<file path="config.mk">
export PLATFORM = sky130hd
export DESIGN_NAME = mem_fifo_ctrl_flat
export DESIGN_NICKNAME = d
export VERILOG_FILES = /design/src/rtl/mem_fifo_ctrl_pkg.sv /design/src/rtl/mem_fifo_ctrl_if.sv /design/src/rtl/mem_fifo_ctrl.sv /design/src/flat_wrapper.sv
export SDC_FILE = /design/constraint.sdc
export NUM_CORES = 1
export LEC_CHECK = 0
export ABC_CLOCK_PERIOD_IN_PS = 5800
export BUFFER_PORTS_ARGS = -buffer_cell sky130_fd_sc_hd__buf_4
export CORE_MARGIN = 1.5
export CORE_UTILIZATION = 43
export DETAILED_ROUTE_END_ITERATION = 16
export PLACE_DENSITY = 0.85
export SYNTH_ARGS = -nofsm -noshare
export SYNTH_HDL_FRONTEND = slang
export SYNTH_SLANG_ARGS = --single-unit
</file>
<file path="constraint.sdc">
create_clock -name clock -period 5.8 [get_ports clock]
set_input_delay 1.16 -clock clock [delete_from_list [all_inputs] [get_ports clock]]
set_output_delay 1.16 -clock clock [all_outputs]
set_load 0.02 [all_outputs]
</file>
<file path="src/rtl/mem_fifo_ctrl_pkg.sv">
// Shared memory-subsystem package.
// Holds the default data width and address width used by the FIFO controller
// and by the storage array that sits beside it, so both always agree.
// Also provides a helper that turns an address width into an entry count.
package mem_fifo_ctrl_pkg;

    // Default word width shared by the controller and the storage block.
    localparam int MEM_WIDTH      = 32;
    // Default storage address width shared by the controller and the storage block.
    localparam int MEM_ADDR_WIDTH = 2;

    // Number of storage entries addressed by an address of the given width.
    function automatic int mem_depth(input int addr_width);
        return 1 << addr_width;
    endfunction

endpackage

</file>
<file path="src/rtl/mem_fifo_ctrl_if.sv">
// Storage-array bus between the FIFO controller and the registered-read storage.
// Ports (signals):
//   W_data/W_addr/W_en : write side, driven by the controller
//   R_addr/R_en        : read request, driven by the controller
//   R_data             : registered read data, valid the cycle after R_en is sampled
// Modports: master = controller side, slave = storage side.
interface mem_fifo_ctrl_if
    import mem_fifo_ctrl_pkg::*;
#(
    parameter int WIDTH      = MEM_WIDTH,
    parameter int ADDR_WIDTH = MEM_ADDR_WIDTH
);
    logic [WIDTH-1:0]      W_data;
    logic [ADDR_WIDTH-1:0] W_addr;
    logic                  W_en;
    logic [ADDR_WIDTH-1:0] R_addr;
    logic                  R_en;
    logic [WIDTH-1:0]      R_data;

    modport master (
        output W_data, W_addr, W_en, R_addr, R_en,
        input  R_data
    );

    modport slave (
        input  W_data, W_addr, W_en, R_addr, R_en,
        output R_data
    );
endinterface

</file>
<file path="src/rtl/mem_fifo_ctrl.sv">
// FIFO controller in front of an external storage array with registered reads.
// Words entering on the producer stream are written into storage; words are
// read back one at a time into an output register that feeds the consumer.
// Ports:
//   clock, reset_n                 : single clock, asynchronous active-low reset
//   in_data/in_valid/in_ready      : producer stream (transfer on valid && ready)
//   out_data/out_valid/out_ready   : consumer stream (pop on valid && ready)
//   mem                            : storage bus (write port, read request, R_data)
//   count                          : words held (storage + read in flight + output register)
module mem_fifo_ctrl
    import mem_fifo_ctrl_pkg::*;
#(
    parameter int WIDTH      = MEM_WIDTH,
    parameter int ADDR_WIDTH = MEM_ADDR_WIDTH
) (
    input  logic                  clock,
    input  logic                  reset_n,
    input  logic [WIDTH-1:0]      in_data,
    input  logic                  in_valid,
    output logic                  in_ready,
    output logic [WIDTH-1:0]      out_data,
    output logic                  out_valid,
    input  logic                  out_ready,
    mem_fifo_ctrl_if.master       mem,
    output logic [ADDR_WIDTH:0]   count
);

    localparam int                DEPTH   = mem_depth(ADDR_WIDTH);
    localparam logic [ADDR_WIDTH:0] DEPTH_P = (ADDR_WIDTH+1)'(DEPTH);
    localparam logic [ADDR_WIDTH:0] PTR_ONE = (ADDR_WIDTH+1)'(1);

    // Pointers carry one extra bit so full (difference DEPTH) and empty
    // (difference 0) stay distinct across wrap.
    logic [ADDR_WIDTH:0] wr_ptr_q,  wr_ptr_d;
    logic [ADDR_WIDTH:0] rd_ptr_q,  rd_ptr_d;
    logic                rd_pend_q, rd_pend_d;
    logic                out_valid_q, out_valid_d;
    logic [WIDTH-1:0]    out_data_q,  out_data_d;

    logic [ADDR_WIDTH:0] mem_cnt;
    logic                rd_go;
    logic                wr_go;
    logic                pop;

    always_comb begin
        // NOTE: every always_comb output gets a default first so no path can infer a latch.
        wr_ptr_d    = wr_ptr_q;
        rd_ptr_d    = rd_ptr_q;
        out_valid_d = out_valid_q;
        out_data_d  = out_data_q;

        mem_cnt = wr_ptr_q - rd_ptr_q;

        // A read is launched only when the output register will be free by the
        // time the data returns; reset_n gating keeps the strobes quiet in reset.
        rd_go    = reset_n && (mem_cnt != '0) && !rd_pend_q && (!out_valid_q || out_ready);
        // The storage drops R_en while W_en is high, so reads win the slot.
        in_ready = reset_n && (mem_cnt != DEPTH_P) && !rd_go;
        wr_go    = in_valid && in_ready;
        pop      = out_valid_q && out_ready;

        if (wr_go) begin
            wr_ptr_d = wr_ptr_q + PTR_ONE;
        end

        if (rd_go) begin
            rd_ptr_d = rd_ptr_q + PTR_ONE;
        end
        // rd_go already excludes a pending read, so the pending flag is just
        // the previous cycle's launch.
        rd_pend_d = rd_go;

        // R_data is only looked at while a read is pending; at other times it
        // may be stale or floating. A capture never coincides with a pop
        // because rd_pend and out_valid are mutually exclusive.
        if (rd_pend_q) begin
            out_data_d  = mem.R_data;
            out_valid_d = 1'b1;
        end else if (pop) begin
            out_valid_d = 1'b0;
        end

        count = mem_cnt + (ADDR_WIDTH+1)'(rd_pend_q) + (ADDR_WIDTH+1)'(out_valid_q);
    end

    // NOTE: sequential state uses non-blocking assignments so every flop samples pre-edge values.
    always_ff @(posedge clock or negedge reset_n) begin
        if (!reset_n) begin
            wr_ptr_q    <= '0;
            rd_ptr_q    <= '0;
            rd_pend_q   <= 1'b0;
            out_valid_q <= 1'b0;
            // NOTE: the output data register is cleared too so the consumer never sees X after reset; the storage array itself is never reset.
            out_data_q  <= '0;
        end else begin
            wr_ptr_q    <= wr_ptr_d;
            rd_ptr_q    <= rd_ptr_d;
            rd_pend_q   <= rd_pend_d;
            out_valid_q <= out_valid_d;
            out_data_q  <= out_data_d;
        end
    end

    assign mem.W_en   = wr_go;
    assign mem.W_addr = wr_ptr_q[ADDR_WIDTH-1:0];
    assign mem.W_data = in_data;
    assign mem.R_en   = rd_go;
    assign mem.R_addr = rd_ptr_q[ADDR_WIDTH-1:0];

    assign out_valid = out_valid_q;
    assign out_data  = out_data_q;

endmodule

</file>
<file path="src/flat_wrapper.sv">
// flat-port wrapper written by rule: the top's interface ports become plain ports
module mem_fifo_ctrl_flat import mem_fifo_ctrl_pkg::*;
#(
    parameter int WIDTH      = MEM_WIDTH,
    parameter int ADDR_WIDTH = MEM_ADDR_WIDTH
)
  (clock, reset_n, in_data, in_valid, in_ready, out_data, out_valid, out_ready, count, mem_W_data, mem_W_addr, mem_W_en, mem_R_addr, mem_R_en, mem_R_data);
  mem_fifo_ctrl_if #(.WIDTH(WIDTH), .ADDR_WIDTH(ADDR_WIDTH)) mem_i ();
  input  logic clock;
  input  logic reset_n;
  input  logic [WIDTH-1:0] in_data;
  input  logic in_valid;
  output logic in_ready;
  output logic [WIDTH-1:0] out_data;
  output logic out_valid;
  input  logic out_ready;
  output logic [ADDR_WIDTH:0] count;
  output wire logic [$bits(mem_i.W_data)-1:0] mem_W_data;
  output wire logic [$bits(mem_i.W_addr)-1:0] mem_W_addr;
  output wire logic [$bits(mem_i.W_en)-1:0] mem_W_en;
  output wire logic [$bits(mem_i.R_addr)-1:0] mem_R_addr;
  output wire logic [$bits(mem_i.R_en)-1:0] mem_R_en;
  input wire logic [$bits(mem_i.R_data)-1:0] mem_R_data;
  assign mem_W_data = mem_i.W_data;
  assign mem_W_addr = mem_i.W_addr;
  assign mem_W_en = mem_i.W_en;
  assign mem_R_addr = mem_i.R_addr;
  assign mem_R_en = mem_i.R_en;
  assign mem_i.R_data = mem_R_data;
  mem_fifo_ctrl #(.WIDTH(WIDTH), .ADDR_WIDTH(ADDR_WIDTH)) u_core (.clock(clock), .reset_n(reset_n), .in_data(in_data), .in_valid(in_valid), .in_ready(in_ready), .out_data(out_data), .out_valid(out_valid), .out_ready(out_ready), .mem(mem_i), .count(count));
endmodule
</file>
==> results of run 1 <==
-- cell usage after synthesis --
cell type and n:
nand2_1 2, mux2_2 33, xnor2_1 3, o21ai_0 1, xor2_1 2, mux2_1 1
clkbuf_1 4, buf_4 36, inv_1 8, dfrtp_1 40, nor2b_1 2, xnor3_2 1
and2_1 1, fa_1 2, a2111oi_4 1, ha_1 4, nor3_1 4, nand3_1 1
-- routing by layer --
metal  GRT usage [%]  part of all wire [%]  up-vias
met4           5.983                   2.9        0
met2           24.23                    48       67
met5               0                     0        -
met3           5.916                   9.8       13
li1                -                     -      541
met1           16.08                    39      552
-- worst max-delay path by stage --
stage,from,endpoint,cells past startpoint
floorplan,u_core.rd_ptr_q[0]$_DFFE_PN0P_,mem_W_en,5
global placement,reset_n,mem_R_en,4
detailed placement,reset_n,mem_R_en,4
CTS,reset_n,mem_R_en,4
global route,reset_n,mem_R_en,4
finish,reset_n,mem_R_en,4
-- worst max-delay path, stage by stage --
cell       delay [ps]
buf_4             430
inv_1             190
a2111oi_4         450
buf_4             220
-- kinds of logic (layout without fill, tap and decap cells) --
| family | count (synthesis) | count (layout) | share of synthesized area (%) |
|---|---|---|---|
| AO/OA/AOI/OAI | 2 | 2 | 1.676 |
| XOR/XNOR | 6 | 6 | 3.482 |
| adder cells (fa/ha/maj) | 6 | 6 | 4.642 |
| buffers and inverters | 48 | 95 | 16.25 |
| flip-flops | 40 | 40 | 51.58 |
| multiplexers | 34 | 34 | 19.73 |
| AND/OR/NAND/NOR | 10 | 10 | 2.643 |
-- registers in the layout, summed over array words and instances, names as in the netlist --
signal,cells
u_core.wr_ptr_q,3
u_core.out_valid,1
u_core.out_data,32
u_core.rd_pend_q,1
u_core.rd_ptr_q,3
-- cell usage in the layout (no fill, tap or decap), drive strengths merged --
master / n
buf: 79
dfrtp: 40
mux2: 34
inv: 8
clkbuf: 8
nor3: 4
ha: 4
xnor2: 3
nor2b: 2
nand2: 2
xor2: 2
fa: 2
xnor3: 1
and2: 1
a2111oi: 1
o21ai: 1
nand3: 1
-- final cells by class --
cell class	instances	area, sq um	area share, %
sequential	40	1001	41.64
multi-input combinational	58	624.3	25.98
timing repair buffer	79	593.1	24.67
clock buffer	8	90.09	3.748
tap	52	65.06	2.707
inverter	8	30.03	1.249
-- per-stage QoR --
stage,area (sq um),worst slack [ps],util [%],hold WS [ps]
2_1_floorplan,1941,2497,-,455.4
3_3_place_gp,2313,2156,53.13,470.2
3_5_place_dp,2313,2134,53.13,486.1
4_1_cts,2404,2134,55.20,498.8
5_1_grt,2404,2018,55.20,518.3
6_report,2404,2181,55.20,488.0
-- power groups by stage --
stage	clock network, W	logic, W	registers (W)
final	0.000184	0.00101	0.000509
after global routing	0.000204	0.00108	0.000530
after detailed placement	0	0.00102	0.000514
after CTS	0.000194	0.00102	0.000511
after global placement	0	0.000996	0.000512
after floorplan	0	0.000531	0.000651
==> results.py, run 1 <==
metrics = {
    "run_status": {
        "status": "finished clean",
    },
    "yosys": {
        "synth_fp_nets": 220,
        "ys_seq_elements": 40,
        "synthTopCellsByArea": "dfrtp_1, mux2_2, buf_4",
        "synth_cell_type_count": 18,
        "synth_cells": 146,
        "syn_area_per_cell_sq_um": 13.29,
        "syn_area_sq_um": 1941,
        "netlist.area_leader.share_pct": 51.58,
        "synth_area_leader_cell": "dfrtp_1",
        "yosysSeqAreaShare_pct": 51.58,
        "yosys_warnings": 0,
    },
    "grt": {
        "antenna_found_initial": 0,
        "grt_pass1_vias": 1242,
        "grt.overflow.total": 0,
        "grt_use_total_pct": 14.39,
        "grt_pass1_wl_mm": 5.520,
        "grt_max_degree": 44,
    },
    "clocking": {
        "htree_levels": 2,
        "cts_inserted_buffers": 5,
        "clock_path_buffers": 2,
        "tritoncts": "done",
        "clk_latency_ps": 280,
        "cts_resized": 0,
        "cts.sinks": 40,
        "hold_buffers": 0,
        "cts.clk_slew.worst_paths_ps": 70,
        "root_buffer": "clkbuf_8",
        "postCtsSetupRepairBufs": 0,
    },
    "cells_and_area": {
        "final.fill_count": 380,
        "n_antenna_cell": 0,
        "drive_above_1_share_pct": 62.18,
        "final_cells": 245,
        "area_delta_synth_final_pct": 23.86,
        "fin_nets": 266,
    },
    "routing": {
        "drt_iter0_drc": 27,
        "wl_per_cell_microns": 13.92,
        "via_count": 1173,
        "viasPerCell": 4.788,
        "drc_errors": 0,
        "wl_mm": 3.411,
        "ant_nets": 0,
        "dr.pass1.iters": 2,
    },
    "place": {
        "globalplace.congestion": 0.8011,
        "port_buffers": 78,
        "place_inst": 237,
        "detailed_place_hpwl_mm": 2.552,
    },
    "pwr": {
        "seqPwrFrac_pct": 29.9,
        "p_total_w": 0.001700,
        "power_switching_w": 0.0006894,
        "switching_share_pct": 40.55,
        "vdd_drop_max_mv": 0.2628,
        "clkPwrFrac_pct": 10.8,
        "p_per_area_nw_per_um2": 707.3,
        "p_comb_share_pct": 59.2,
        "p_leak_nw": 1.167,
        "internal-power_w": 0.001011,
    },
    "floorplanning": {
        "die_area_sq_um": 4925,
        "start_util_pct": 44.57,
        "rows": 24,
        "die_x_microns": 70.18,
        "die-height_microns": 70.18,
        "core-area_sq_um": 4354,
        "ios": 143,
    },
    "hold_path": {
        "hold_path_startpoint": "u_core.rd_ptr_q[2]$_DFFE_PN0P_",
        "hold_path_end": "u_core.rd_ptr_q[2]$_DFFE_PN0P_",
        "hold_path_class": "flip-flop to flip-flop",
        "hold_depth": 1,
    },
    "sta": {
        "fmax_ghz": 0.2763,
        "finalHoldViolCount": 0,
        "tns_ps": 0,
        "slew-limit-headroom_pct": 64.80,
        "post-route-min-period_ps": 3619,
        "rsz0062_at_grt": "false",
        "tightest_slew_ps": 528.0,
        "slew_violations": 0,
        "skew_ps": 3.830,
        "finalCritPeriodShare_pct": 62.39,
        "finalSetupViolations": 0,
    },
    "worst_setup_path": {
        "r2r_slack_ps": 3380,
        "worst-r2r-cell-count": 6,
        "worst_setup_path_end_kind": "primary output",
        "r2r-end": "u_core.wr_ptr_q[1]$_DFFE_PN0P_",
        "rr_startpoint": "u_core.rd_ptr_q[0]$_DFFE_PN0P_",
        "startpoint_type": "input port",
        "crit_fanout": 43,
        "cp.arrival_ps": 2460,
        "required_ps": 4640,
        "critical_path_class": "input port to primary output",
    },
    "run": {
        "maxCapViolations": 0,
    },
}
No activity file was read; power rests on OpenSTA's default activity.
==> inputs of run 2 (changes only) <==
- ABC_AREA: unset -> 1
- ABC_CLOCK_PERIOD_IN_PS: 5800 -> 2950
- CORE_UTILIZATION: 43 -> 37
- PLACE_DENSITY: 0.85 -> 0.76
- clock period: 5.8 -> 2.95 ns (I/O delays scaled with it)
==> run 2 against run 1 <==
Area after synthesis rose by 5.4%. Cell count grew 43%. Critical path depth grew 5. Final area grew 5.6%. Non-clock buffer count increased by 1. Clock skew increased by 0.91 ps. Largest power group unchanged.
==> results.py, run 2 <==
metrics = {
    "yosys": {
        "synthFlopType": "dfrtp_1",
        "ys_seq_elements": 40,
        "yosysSeqAreaShare_pct": 48.96,
        "synth_cells": 235,
        "synth_area_leader_cell": "dfrtp_1",
        "ys_async_sr_fraction_pct": 100.0,
        "syn_area_per_cell_sq_um": 8.700,
        "synth_fp_nets": 309,
        "synthTopCellsByCount": "nand2_1, dfrtp_1, buf_4",
        "synth_cell_type_count": 20,
        "syn_area_sq_um": 2044,
        "yosysMostFrequentCell": "nand2_1",
        "yosys_warnings": 0,
        "synth_edf_count": 0,
        "netlist.area_leader.share_pct": 48.96,
        "synthTopCellsByArea": "dfrtp_1, nand2_1, buf_4",
    },
    "worst_setup_path": {
        "cp.buffers_inverters": 3,
        "cp_top_family": "adder cells",
        "crit_fanout": 5,
        "startpoint_type": "flip-flop",
        "crit_slowest_cell": "fa_1",
        "slowest_delay_ps": 510,
        "required_ps": 2360,
        "r2r-end": "u_core.wr_ptr_q[1]$_DFFE_PN0P_",
        "r2r_slack_ps": 1090,
        "rr_startpoint": "u_core.rd_ptr_q[0]$_DFFE_PN0P_",
        "cp.arrival_ps": 2120,
        "crit_chain": "ha_1, fa_1, nand2_1, inv_1, nand3_4, nand2_4, nand3_4, inv_1, buf_4",
        "worst-r2r-cell-count": 9,
        "crit_cells": 9,
        "worst_setup_path_end_kind": "primary output",
        "critical_path_class": "flip-flop to primary output",
    },
    "sta": {
        "finalSetupViolations": 0,
        "rsz0062_at_grt": "false",
        "finalCritPeriodShare_pct": 91.84,
        "finalHoldViolCount": 0,
        "tightest_slew_ps": 346.6,
        "tns_ps": 0,
        "post-route-min-period_ps": 2709,
        "skew_ps": 4.741,
        "fmax_ghz": 0.3691,
        "slew-limit-headroom_pct": 76.89,
        "slew_violations": 0,
    },
    "clocking": {
        "clk_latency_ps": 290,
        "postCtsSetupRepairBufs": 0,
        "htree_levels": 2,
        "cts_inserted_buffers": 5,
        "hold_buffers": 0,
        "cts.sinks": 40,
        "cts.clk_slew.worst_paths_ps": 80,
        "tritoncts": "done",
        "root_buffer": "clkbuf_8",
        "cts_resized": 0,
        "clock_path_buffers": 2,
    },
    "floorplanning": {
        "core-area_sq_um": 5205,
        "rows": 26,
        "die_area_sq_um": 5981,
        "ios": 143,
        "die-height_microns": 77.34,
        "start_util_pct": 39.28,
        "die_x_microns": 77.34,
    },
    "cells_and_area": {
        "n_antenna_cell": 0,
        "finalInstanceArea_sq_um": 2539,
        "drive_above_1_share_pct": 35.36,
        "area_delta_synth_final_pct": 24.17,
        "largest_register_ff_count": 32,
        "layout_commonest_cell": "nand2_1",
        "layout_common_cells": "nand2_1, buf_4, dfrtp_1, inv_1, clkbuf_8",
        "fin_nets": 353,
    },
    "pwr": {
        "p_per_area_nw_per_um2": 1327,
        "p_leak_nw": 1.450,
        "vdd_drop_max_mv": 0.5941,
        "p_total_w": 0.003369,
    },
    "routing": {
        "via_count": 1481,
        "wl_per_cell_microns": 11.55,
        "drt_iter0_drc": 51,
        "drc_errors": 0,
        "ant_nets": 0,
        "viasPerCell": 4.231,
        "dr.pass1.iters": 4,
        "wl_mm": 4.041,
    },
    "grt": {
        "grt.overflow.total": 0,
        "grt_pass1_vias": 1437,
        "grt_use_total_pct": 14.51,
        "grt_pass1_wl_mm": 6.796,
        "top_usage_layer": "met2",
        "use_met3_pct": 5.529,
        "grt_max_degree": 35,
        "antenna_found_initial": 0,
        "met2_usage_pct": 22.37,
        "grt_use_met1_pct": 18.10,
    },
    "run_status": {
        "status": "finished clean",
    },
    "place": {
        "place_area_sq_um": 2431,
        "detailed_place_hpwl_mm": 2.951,
        "port_buffers": 78,
        "globalplace.congestion": 0.7861,
    },
    "hold_path": {
        "hold_path_class": "input port to asynchronous set/reset pin",
    },
    "run": {
        "maxCapViolations": 0,
    },
}
## run 2: through the flow
step,hold slack [ps],cells,setup WS [ps],util (%)
3_3_place_gp,456.4,342,597.6,46.71
2_1_floorplan,294.4,235,660.4,-
3_5_place_dp,459.3,342,552.5,46.71
4_1_cts,192.4,350,217.2,48.77
6_report,196.1,350,240.8,48.77
5_1_grt,205.4,350,78.92,48.77
## run 2: kinds of logic after synthesis
logic type	share of synthesized area [%]
XOR/XNOR	1.285
adder cells (fa/ha/maj)	4.407
flip-flops	48.96
AO/OA/AOI/OAI	0.4285
AND/OR/NAND/NOR	27.05
buffers and inverters	17.87
## run 2: worst max path at each step
| stage | startpoint | end |
|---|---|---|
| floorplan | u_core.rd_ptr_q[0]$_DFFE_PN0P_ | count[2] |
| global placement | u_core.wr_ptr_q[0]$_DFFE_PN0P_ | mem_W_en |
| detailed placement | u_core.rd_ptr_q[0]$_DFFE_PN0P_ | mem_W_en |
| CTS | u_core.rd_ptr_q[0]$_DFFE_PN0P_ | mem_W_en |
| global route | u_core.rd_ptr_q[0]$_DFFE_PN0P_ | mem_W_en |
| finish | u_core.rd_ptr_q[0]$_DFFE_PN0P_ | mem_W_en |
## run 2: worst register-to-register path, cell delays in order (launching register included)
cell     delay [ps]
dfrtp_1         440
ha_1            230
fa_1            510
nand2_1          80
inv_1           100
nand3_4         100
nand2_4         100
nand3_4          80
nand2_1          70
nand2_1          50
## run 2: where the power goes
group / internal (W) / switching (W)
Sequential: 0.000818 / 0.000180
Combinational: 0.000780 / 0.00116
Clock: 0.000251 / 0.000182
## run 2: layout make-up
| type | instances | area, sq um |
|---|---|---|
| fillers | 509 | 2666 |
| repair buffers | 80 | 600.6 |
| clock inverters | 2 | 35.03 |
| multi-input cells | 137 | 678.2 |
| inverters | 15 | 63.81 |
| flip-flops and latches | 40 | 1001 |
| well taps | 70 | 87.58 |
| clock buffers | 6 | 72.57 |
## run 2: metal layers
metal	routed length [microns]	up-vias
met5	0	-
met4	82	0
met3	412	14
met2	1780	78
met1	1765	638
li1	-	751
==> inputs of run 3 (changes only) <==
- BUFFER_PORTS_ARGS: -buffer_cell sky130_fd_sc_hd__buf_4 -> -buffer_cell sky130_fd_sc_hd__buf_2
- CORE_UTILIZATION: 37 -> 38
- CTS_BUF_LIST: unset -> sky130_fd_sc_hd__clkbuf_8
- PLACE_DENSITY: 0.76 -> 0.78
==> run 3 against run 2 <==
Sequential cell count stayed put. Sequential share of layout area is 3.1 points higher. Non-clock buffer count is 1 higher. Via count is 3.1% higher. Clock-buffer cell count is 1 lower. Worst setup slack worse by 41 ps. Sequential power is 2.1% lower. Power is 6.7% lower. Register-to-register slack worse by 50 ps. Final area is 7.3% lower. Global-route usage is 0.42 points higher. Largest cell class unchanged.
==> results.py, run 3 (synthesis gave the netlist of run 2 again) <==
metrics = {
    "run_status": {
        "status": "finished clean",
    },
    "floorplanning": {
        "die-height_microns": 76.35,
        "rows": 26,
        "start_util_pct": 39.78,
        "die_area_sq_um": 5829,
        "core-area_sq_um": 5140,
        "die_x_microns": 76.35,
        "ios": 143,
    },
    "clocking": {
        "cts.sinks": 40,
        "cts_inserted_buffers": 5,
        "tritoncts": "done",
        "root_buffer": "clkbuf_8",
        "clock_path_buffers": 2,
        "htree_levels": 2,
        "postCtsSetupRepairBufs": 0,
        "cts.clk_slew.worst_paths_ps": 70,
        "cts_resized": 0,
        "clk_latency_ps": 290,
        "hold_buffers": 0,
    },
    "worst_setup_path": {
        "critical_path_class": "flip-flop to primary output",
        "r2r_slack_ps": 1040,
        "startpoint_type": "flip-flop",
        "crit_fanout": 5,
        "worst_setup_path_end_kind": "primary output",
        "required_ps": 2360,
        "cp.arrival_ps": 2160,
    },
    "pwr": {
        "p_leak_nw": 1.402,
        "vdd_drop_max_mv": 0.8668,
        "p_total_w": 0.003142,
        "p_per_area_nw_per_um2": 1335,
    },
    "cells_and_area": {
        "layout_commonest_cell": "nand2_1",
        "drive_above_1_share_pct": 35.59,
        "fin_nets": 354,
        "area_delta_synth_final_pct": 15.12,
        "final.fill_count": 526,
        "layout_common_cells": "nand2_1, buf_2, dfrtp_1, inv_1, clkbuf_8",
        "largest_register_ff_count": 32,
        "final_core_util_pct": 45.79,
    },
    "sta": {
        "holdWs_ps": 157.9,
        "rsz0062_at_grt": "false",
        "slew_violations": 0,
        "post-route-min-period_ps": 2750,
        "finalSetupViolations": 0,
        "tns_ps": 0,
        "tightest_slew_ps": 359.2,
        "finalHoldViolCount": 0,
        "slew-limit-headroom_pct": 76.06,
        "finalCritPeriodShare_pct": 93.23,
        "skew_ps": 6.444,
        "fmax_ghz": 0.3636,
    },
    "run": {
        "maxCapViolations": 0,
    },
    "routing": {
        "dr.pass1.iters": 4,
        "drt_iter0_drc": 62,
        "via_count": 1527,
        "drc_errors": 0,
        "wl_per_cell_microns": 11.18,
        "ant_nets": 0,
        "viasPerCell": 4.338,
        "wl_mm": 3.935,
    },
    "place": {
        "port_buffers": 78,
        "globalplace.congestion": 0.8245,
        "detailed_place_hpwl_mm": 2.945,
    },
    "grt": {
        "grt_pass1_wl_mm": 6.893,
        "grt.overflow.total": 0,
        "grt_pass1_vias": 1481,
        "grt_use_total_pct": 14.93,
        "grt_max_degree": 35,
        "antenna_found_initial": 0,
    },
    "hold_path": {
        "hold_path_class": "input port to asynchronous set/reset pin",
    },
}
==> run 3: cell types whose count changed in the layout (fill, tap and decap cells not counted), sizes merged <==
cell / change
clkbuf: -1
diode: +1
inv: +1
buf: +1
==> run 3: worst paths after layout <==
check / from / to / cells after the start
min in group clock: u_core.out_data[19]$_DFFE_PN0P_ / u_core.out_data[19]$_DFFE_PN0P_ / 2
max in group asynchronous: reset_n / u_core.out_data[26]$_DFFE_PN0P_ / 2
hold reg to reg: u_core.out_data[19]$_DFFE_PN0P_ / u_core.out_data[19]$_DFFE_PN0P_ / 2
setup reg to reg: u_core.wr_ptr_q[0]$_DFFE_PN0P_ / u_core.wr_ptr_q[1]$_DFFE_PN0P_ / 10
setup / recovery: u_core.wr_ptr_q[0]$_DFFE_PN0P_ / mem_W_en / 10
hold / removal: reset_n / u_core.out_data[24]$_DFFE_PN0P_ / 1
==> run 3: metal layers <==
| metal | global-route usage (%) | wire length, microns | vias to the layer above |
|---|---|---|---|
| met5 | 0 | 0 | - |
| met4 | 7.037 | 78 | 0 |
| met3 | 5.988 | 422 | 14 |
| met2 | 22.59 | 1768 | 86 |
| met1 | 18.62 | 1666 | 662 |
| li1 | - | - | 765 |
==> run 3: stage by stage <==
step | instances | setup slack [ps] | cell area (sq um)
6_report | 352 | 199.8 | 2354
5_1_grt | 351 | 75.73 | 2351
4_1_cts | 351 | 191.3 | 2351
3_5_place_dp | 343 | 505.6 | 2243
3_3_place_gp | 343 | 605.9 | 2243
2_1_floorplan | 235 | 660.4 | 2044
==> run 3: area by class of cell <==
type                            instances  area, sq um  share of cell area, %
Sequential cell                        40         1001                  42.53
Multi-Input combinational cell        137        678.2                  28.81
Timing Repair Buffer                   81        412.9                  17.54
Tap cell                               70        87.58                  3.721
Clock buffer                            5        68.82                  2.924
Inverter                               15        63.81                  2.711
Clock inverter                          3        38.79                  1.648
Antenna cell                            1        2.502                 0.1063
==> run 3: worst max-delay path: stages, from the launching register on <==
cell     delay (ps)
dfrtp_1         400
inv_1            80
ha_1            210
fa_1            520
nand2_1          80
inv_1           100
nand3_4         100
nand2_4         100
nand3_4          70
inv_1            60
buf_2           150
==> run 3: report_power, final <==
part,leakage (nW),internal (W),switching [W]
logic,0.850,0.000579,0.00116
clock network,0.0593,0.000247,0.000179
registers,0.493,0.000818,0.000160
total,1.40,0.00164,0.00150
